[src/rtl/cla_seq_if.sv]
// Handshake and operand/result bundle for cla_seq_ctrl.
// Optional subtract input is present only when CLA_SEQ_SUB_EN is defined.
interface cla_seq_if #(
   parameter int unsigned WIDTH = 16
);
   logic             in_valid;
   logic             in_ready;
   logic [WIDTH-1:0] a;
   logic [WIDTH-1:0] b;
   logic             cin;
`ifdef CLA_SEQ_SUB_EN
   logic             sub;
`endif
   logic             out_valid;
   logic             out_ready;
   logic [WIDTH-1:0] sum;
   logic             cout;
   logic             ovf;
   logic             busy;

   // Producer/consumer side (testbench or upstream logic)
   modport master (
`ifdef CLA_SEQ_SUB_EN
      output sub,
`endif
      output in_valid, a, b, cin, out_ready,
      input  in_ready, out_valid, sum, cout, ovf, busy
   );

   // Adder side
   modport slave (
`ifdef CLA_SEQ_SUB_EN
      input  sub,
`endif
      input  in_valid, a, b, cin, out_ready,
      output in_ready, out_valid, sum, cout, ovf, busy
   );
endinterface

[src/rtl/cla_seq_ctrl.sv]
// Sequential adder: one 4-bit carry-lookahead slice reused over WIDTH/4
// nibbles, LSB first, behind a valid/ready handshake on both sides.
// Optional feature macro: CLA_SEQ_SUB_EN adds the 'sub' input (a - b).
module cla_seq_ctrl #(
   parameter int unsigned WIDTH = 16
) (
   input  logic     clk,
   input  logic     rst,
   cla_seq_if.slave bus
);
   localparam int unsigned N    = WIDTH / 4;
   localparam int unsigned IDXW = (N > 1) ? $clog2(N) : 1;

   typedef enum logic [1:0] {IDLE, RUN, DONE} state_t;

   state_t           state_q;
   logic [IDXW-1:0]  idx_q;
   logic             carry_q;
   logic [WIDTH-1:0] a_q;
   logic [WIDTH-1:0] b_q;      // already inverted when subtracting
   logic [WIDTH-1:0] sum_q;
   logic             cout_q;
   logic             ovf_q;
   logic             in_ready_q;
   logic             out_valid_q;
   logic             busy_q;

   logic [IDXW+1:0]  base_c;
   logic [3:0]       nib_a_c;
   logic [3:0]       nib_b_c;
   logic [3:0]       nib_g_c;
   logic [3:0]       nib_p_c;
   logic [4:0]       nib_c_c;
   logic [3:0]       nib_sum_c;
   logic             ovf_c;
   logic [WIDTH-1:0] b_in_c;
   logic             cin_in_c;

   // Operand conditioning at accept: invert b and force carry for subtract
   always_comb begin
      b_in_c   = bus.b;
      cin_in_c = bus.cin;
`ifdef CLA_SEQ_SUB_EN
      if (bus.sub) begin
         b_in_c   = ~bus.b;
         cin_in_c = 1'b1;
      end
`endif
   end

   // The single 4-bit carry-lookahead slice on the current nibble
   always_comb begin
      base_c    = {idx_q, 2'b00};
      nib_a_c   = a_q[base_c +: 4];
      nib_b_c   = b_q[base_c +: 4];
      nib_g_c   = nib_a_c & nib_b_c;
      nib_p_c   = nib_a_c ^ nib_b_c;
      nib_c_c[0] = carry_q;
      nib_c_c[1] = nib_g_c[0] | (nib_p_c[0] & carry_q);
      nib_c_c[2] = nib_g_c[1] | (nib_p_c[1] & nib_g_c[0])
                 | (nib_p_c[1] & nib_p_c[0] & carry_q);
      nib_c_c[3] = nib_g_c[2] | (nib_p_c[2] & nib_g_c[1])
                 | (nib_p_c[2] & nib_p_c[1] & nib_g_c[0])
                 | (nib_p_c[2] & nib_p_c[1] & nib_p_c[0] & carry_q);
      nib_c_c[4] = nib_g_c[3] | (nib_p_c[3] & nib_g_c[2])
                 | (nib_p_c[3] & nib_p_c[2] & nib_g_c[1])
                 | (nib_p_c[3] & nib_p_c[2] & nib_p_c[1] & nib_g_c[0])
                 | (nib_p_c[3] & nib_p_c[2] & nib_p_c[1] & nib_p_c[0] & carry_q);
      nib_sum_c = nib_p_c ^ nib_c_c[3:0];
      // Only meaningful on the MSB nibble, where nib_sum_c[3] is the sum MSB
      ovf_c     = (a_q[WIDTH-1] == b_q[WIDTH-1]) && (nib_sum_c[3] != a_q[WIDTH-1]);
   end

   // Control FSM with registered handshake and result outputs
   always_ff @(posedge clk or posedge rst) begin
      if (rst) begin
         state_q     <= IDLE;
         idx_q       <= '0;
         carry_q     <= 1'b0;
         a_q         <= '0;
         b_q         <= '0;
         sum_q       <= '0;
         cout_q      <= 1'b0;
         ovf_q       <= 1'b0;
         in_ready_q  <= 1'b1;
         out_valid_q <= 1'b0;
         busy_q      <= 1'b0;
      end else begin
         case (state_q)
            IDLE: begin
               if (bus.in_valid) begin
                  a_q        <= bus.a;
                  b_q        <= b_in_c;
                  carry_q    <= cin_in_c;
                  idx_q      <= '0;
                  sum_q      <= '0;
                  cout_q     <= 1'b0;
                  ovf_q      <= 1'b0;
                  in_ready_q <= 1'b0;
                  busy_q     <= 1'b1;
                  state_q    <= RUN;
               end
            end
            RUN: begin
               sum_q[base_c +: 4] <= nib_sum_c;
               carry_q            <= nib_c_c[4];
               idx_q              <= idx_q + IDXW'(1);
               if (idx_q == IDXW'(N - 1)) begin
                  idx_q       <= '0;
                  cout_q      <= nib_c_c[4];
                  ovf_q       <= ovf_c;
                  out_valid_q <= 1'b1;
                  state_q     <= DONE;
               end
            end
            DONE: begin
               if (bus.out_ready) begin
                  out_valid_q <= 1'b0;
                  busy_q      <= 1'b0;
                  in_ready_q  <= 1'b1;
                  state_q     <= IDLE;
               end
            end
            default: begin
               state_q     <= IDLE;
               in_ready_q  <= 1'b1;
               out_valid_q <= 1'b0;
               busy_q      <= 1'b0;
            end
         endcase
      end
   end

   assign bus.in_ready  = in_ready_q;
   assign bus.out_valid = out_valid_q;
   assign bus.sum       = sum_q;
   assign bus.cout      = cout_q;
   assign bus.ovf       = ovf_q;
   assign bus.busy      = busy_q;
endmodule

[src/flat_wrapper.sv]
// flat-port wrapper written by rule: the top's interface ports become plain ports
module cla_seq_ctrl_flat 
#(
   parameter int unsigned WIDTH = 16
)
  (clk, rst, bus_in_valid, bus_a, bus_b, bus_cin, bus_out_ready, bus_in_ready, bus_out_valid, bus_sum, bus_cout, bus_ovf, bus_busy);
  cla_seq_if #(.WIDTH(WIDTH)) bus_i ();
  input  logic clk;
  input  logic rst;
  input wire logic [$bits(bus_i.in_valid)-1:0] bus_in_valid;
  input wire logic [$bits(bus_i.a)-1:0] bus_a;
  input wire logic [$bits(bus_i.b)-1:0] bus_b;
  input wire logic [$bits(bus_i.cin)-1:0] bus_cin;
  input wire logic [$bits(bus_i.out_ready)-1:0] bus_out_ready;
  output wire logic [$bits(bus_i.in_ready)-1:0] bus_in_ready;
  output wire logic [$bits(bus_i.out_valid)-1:0] bus_out_valid;
  output wire logic [$bits(bus_i.sum)-1:0] bus_sum;
  output wire logic [$bits(bus_i.cout)-1:0] bus_cout;
  output wire logic [$bits(bus_i.ovf)-1:0] bus_ovf;
  output wire logic [$bits(bus_i.busy)-1:0] bus_busy;
  assign bus_i.in_valid = bus_in_valid;
  assign bus_i.a = bus_a;
  assign bus_i.b = bus_b;
  assign bus_i.cin = bus_cin;
  assign bus_i.out_ready = bus_out_ready;
  assign bus_in_ready = bus_i.in_ready;
  assign bus_out_valid = bus_i.out_valid;
  assign bus_sum = bus_i.sum;
  assign bus_cout = bus_i.cout;
  assign bus_ovf = bus_i.ovf;
  assign bus_busy = bus_i.busy;
  cla_seq_ctrl #(.WIDTH(WIDTH)) u_core (.clk(clk), .rst(rst), .bus(bus_i));
endmodule
[config.mk]
export PLATFORM = sky130hd
export DESIGN_NAME = cla_seq_ctrl_flat
export DESIGN_NICKNAME = d
export VERILOG_FILES = /design/src/rtl/cla_seq_if.sv /design/src/rtl/cla_seq_ctrl.sv /design/src/flat_wrapper.sv
export SDC_FILE = /design/constraint.sdc
export NUM_CORES = 1
export LEC_CHECK = 0
export ABC_CLOCK_PERIOD_IN_PS = 3400
export CAP_MARGIN = 20
export CORE_MARGIN = 2
export CORE_UTILIZATION = 53
export CTS_BUF_LIST = sky130_fd_sc_hd__clkbuf_4 sky130_fd_sc_hd__clkbuf_8
export DETAILED_ROUTE_END_ITERATION = 7
export PLACE_DENSITY = 0.89
export SYNTH_ARGS = -nofsm -noshare
export SYNTH_HDL_FRONTEND = slang
export SYNTH_SLANG_ARGS = --single-unit
[constraint.sdc]
create_clock -name clk -period 3.4 [get_ports clk]
set_clock_uncertainty 0.05 [all_clocks]
set_input_delay 0.68 -clock clk [delete_from_list [all_inputs] [get_ports clk]]
set_output_delay 0.68 -clock clk [all_outputs]
set_load 0.01 [all_outputs]
==> results.json <==
{
  "multiInputGateArea_um2": 1230,
  "cp-start-kind": "flip-flop",
  "post-route-period-util_pct": 80.0,
  "core-area_um2": 5040,
  "synth_common_cells": "dfrtp_1, mux2_2, a22o_1",
  "hold_viol_final": 0,
  "endpoint_kind": "flip-flop",
  "yosys_most_used_dff": "dfrtp_1",
  "yosys.area_share.simple_pct": 8.60,
  "drv_slew": 0,
  "fmax_mhz": 368,
  "fp-row-count": 26,
  "synthesis.nets": 245,
  "tightestPinTransition_ns": 0.609,
  "io_buffers": 57,
  "die_w_um": 76.0,
  "antenna_found_initial": 0,
  "synthMuxAreaShare_pct": 19.7,
  "post-route-util_pct": 71.0,
  "post_cts_resized": 0,
  "diodes": 0,
  "synth_top_area_share_pct": 51.9,
  "cp-endpoint": "u_core.bus.ovf",
  "yosysWarnings": 0,
  "worstSetupStartpoint": "u_core.idx_q[0]",
  "rr_worst_depth": 6,
  "synthToLayoutAreaGrowth_pct": 30.3,
  "path_clk_slew_ns": 0.06,
  "fp.dieArea_um2": 5780,
  "yosysTopAreaCell": "dfrtp_1",
  "fin_nets": 309,
  "p_int_uw": 2230,
  "grt_pass1_wl_um": 9050,
  "crit_type": "flip-flop to flip-flop",
  "worstReg2RegStart": "u_core.idx_q[0]",
  "cts_buffer_depth": 2,
  "synthCells": 198,
  "cp.arrival_ns": 2.89,
  "drt-initial-drc-count": 79,
  "gp_congestion": 0.793,
  "p_sw_uw": 1420,
  "synth-compound-area-share_pct": 11.2,
  "vias": 1858,
  "synth_xor_area_share_pct": 0.637,
  "syn_area_per_cell_um2": 13.9,
  "postRouteWirelength_um": 5320,
  "seq_area_frac_synth_pct": 52.8,
  "die_y_um": 76.0,
  "power_uw": 3650,
  "drt.antenna.violating_nets": 0,
  "hold_buffers": 0,
  "layout_min_cycle_time_ns": 2.72,
  "post-synth-top-count-cell": "dfrtp_1",
  "seq_power_share_pct": 34.6,
  "regArea_um2": 1450,
  "peakVddDrop_v": 0.000538,
  "layout-drive-gt1-share_pct": 20.6,
  "cap_viol_max_count": 0,
  "power_density_nw_per_um2": 1020,
  "post-route-drc-count": 0,
  "cts_made_buffers": 9,
  "initial_core_util_pct": 54.5,
  "relSlewSlack_pct": 59.4,
  "fillCellCount": 353,
  "insertion_delay_ns": 0.34,
  "io_pins": 58,
  "async_reset_ff_share_pct": 100,
  "cts_root_buf": "clkbuf_8",
  "htree_levels": 3,
  "vias_per_cell": 5.51,
  "required_ns": 3.57,
  "synth_cell_types": 43,
  "cts_tree": "yes",
  "min_path_type": "flip-flop to flip-flop",
  "setup_violations": 0,
  "fin_tns_setup_ns": 0,
  "ys_seq_elements": 58,
  "grt_pass1_vias": 1851,
  "wire_per_inst_um": 15.8,
  "cp_max_fo": 11,
  "rsz0062_at_grt": "no",
  "synth_edf_count": 0,
  "netSwitchingFraction_pct": 38.9,
  "synthTopCellsByArea": "dfrtp_1, mux2_2, mux4_2, mux2_1, a22o_1",
  "synthAdderAreaFrac_pct": 4.82,
  "dp.final_hpwl_um": 4060,
  "power_frac_clock_pct": 14.9,
  "grt_max_degree": 31,
  "cts_setup_buffers": 0,
  "cts_sinks": 58,
  "synth_top_family_by_area": "multiplexers",
  "regToRegSetupSlack_ns": 0.68,
  "leakage_uw": 0.00152,
  "grt-ovfl-total": 0,
  "grt_use_total_pct": 20.3,
  "netlist_area_um2": 2750,
  "p_comb_share_pct": 50.5,
  "drt_pass1_iterations": 4,
  "status": "finished, final reports clean",
  "r2r-end": "u_core.bus.ovf"
}
==> cell usage in the layout (no fill, tap or decap), types with 2 or more instances in the layout <==
cell type and count:
a21o_1 4, a21oi_1 6, a22o_1 16, buf_12 2, clkbuf_4 3, clkbuf_8 9
clkdlybuf4s50_1 57, clkinv_2 4, dfrtp_1 57, ha_1 9, inv_1 5, mux2_1 14
mux2_2 18, mux4_2 8, nand2_1 13, nand2b_1 3, nor2_1 4, nor2b_1 2
o21ai_0 5
==> worst min-delay path by stage <==
| stage | end | start | slack, ns | cells past startpoint |
|---|---|---|---|---|
| after global routing | u_core.a_q[5] | u_core.a_q[5] | 0.45 | 1 |
| after floorplan | u_core.a_q[10] | u_core.a_q[10] | 0.40 | 1 |
| final | u_core.b_q[0] | u_core.b_q[0] | 0.43 | 1 |
| after global placement | u_core.a_q[7] | u_core.a_q[7] | 0.41 | 1 |
| after detailed placement | u_core.a_q[5] | u_core.a_q[5] | 0.43 | 1 |
| after CTS | u_core.b_q[0] | u_core.b_q[0] | 0.44 | 1 |
==> flip-flops by register name (all words and copies together) (netlist names) <==
register	count
u_core.a_q	16
u_core.b_q	16
u_core.bus.busy	1
u_core.bus.cout	1
u_core.bus.in_ready	1
u_core.bus.out_valid	1
u_core.bus.ovf	1
u_core.bus.sum	16
u_core.carry_q	1
u_core.idx_q	2
u_core.state_q	2
==> area by class of cell <==
class	count	share of cell area [%]
sequential	58	40.6
timing repair buffer	60	17.3
clock buffer	12	4.09
clock inverter	4	0.559
tap	70	2.44
inverter	6	0.629
multi-input combinational	127	34.5
==> through the flow <==
stage / setup slack [ns] / std cells / hold slack (ns) / instance area, µm²
6_report: 0.681 / 337 / 0.432 / 3580
5_1_grt: 0.466 / 337 / 0.454 / 3580
4_1_cts: 0.652 / 337 / 0.439 / 3580
3_5_place_dp: 0.659 / 321 / 0.425 / 3420
3_3_place_gp: 0.669 / 321 / 0.415 / 3420
2_1_floorplan: 0.766 / 198 / 0.402 / 2750
==> worst max-delay path: stages, from the launching register on <==
cell      delay, ns
dfrtp_1        0.69
mux4_2         0.63
ha_1           0.35
a211oi_1       0.20
o21ai_0        0.14
and4_4         0.23
a221o_1        0.31
==> cells by family (layout without fill, tap and decap cells) <==
group | count (synthesis) | after routing
adders and majority gates | 10 | 10
AOI/OAI and AO/OA | 41 | 41
muxes | 40 | 40
DFF | 58 | 58
xor gates and xnor gates | 2 | 2
and+or+nand+nor | 34 | 34
buffers and inverters | 13 | 82
==> power by group through the flow <==
stage               clock network [µW]  registers [µW]  logic (µW)
floorplan                            0            1180        1370
global placement                     0            1270        1780
detailed placement                   0            1280        1850
CTS                                551            1270        1860
global route                       580            1310        2010
finish                             542            1260        1840
==> routing by layer <==
layer  vias to the layer above  share of wire, %  GRT usage [%]
met5                         -                 0              0
met4                         0               3.0           12.4
met3                        14               4.6           3.91
met2                        61                47           31.2
met1                       908                45           27.0
li1                        875                 -              -
Power figures use the tool's default switching activity.
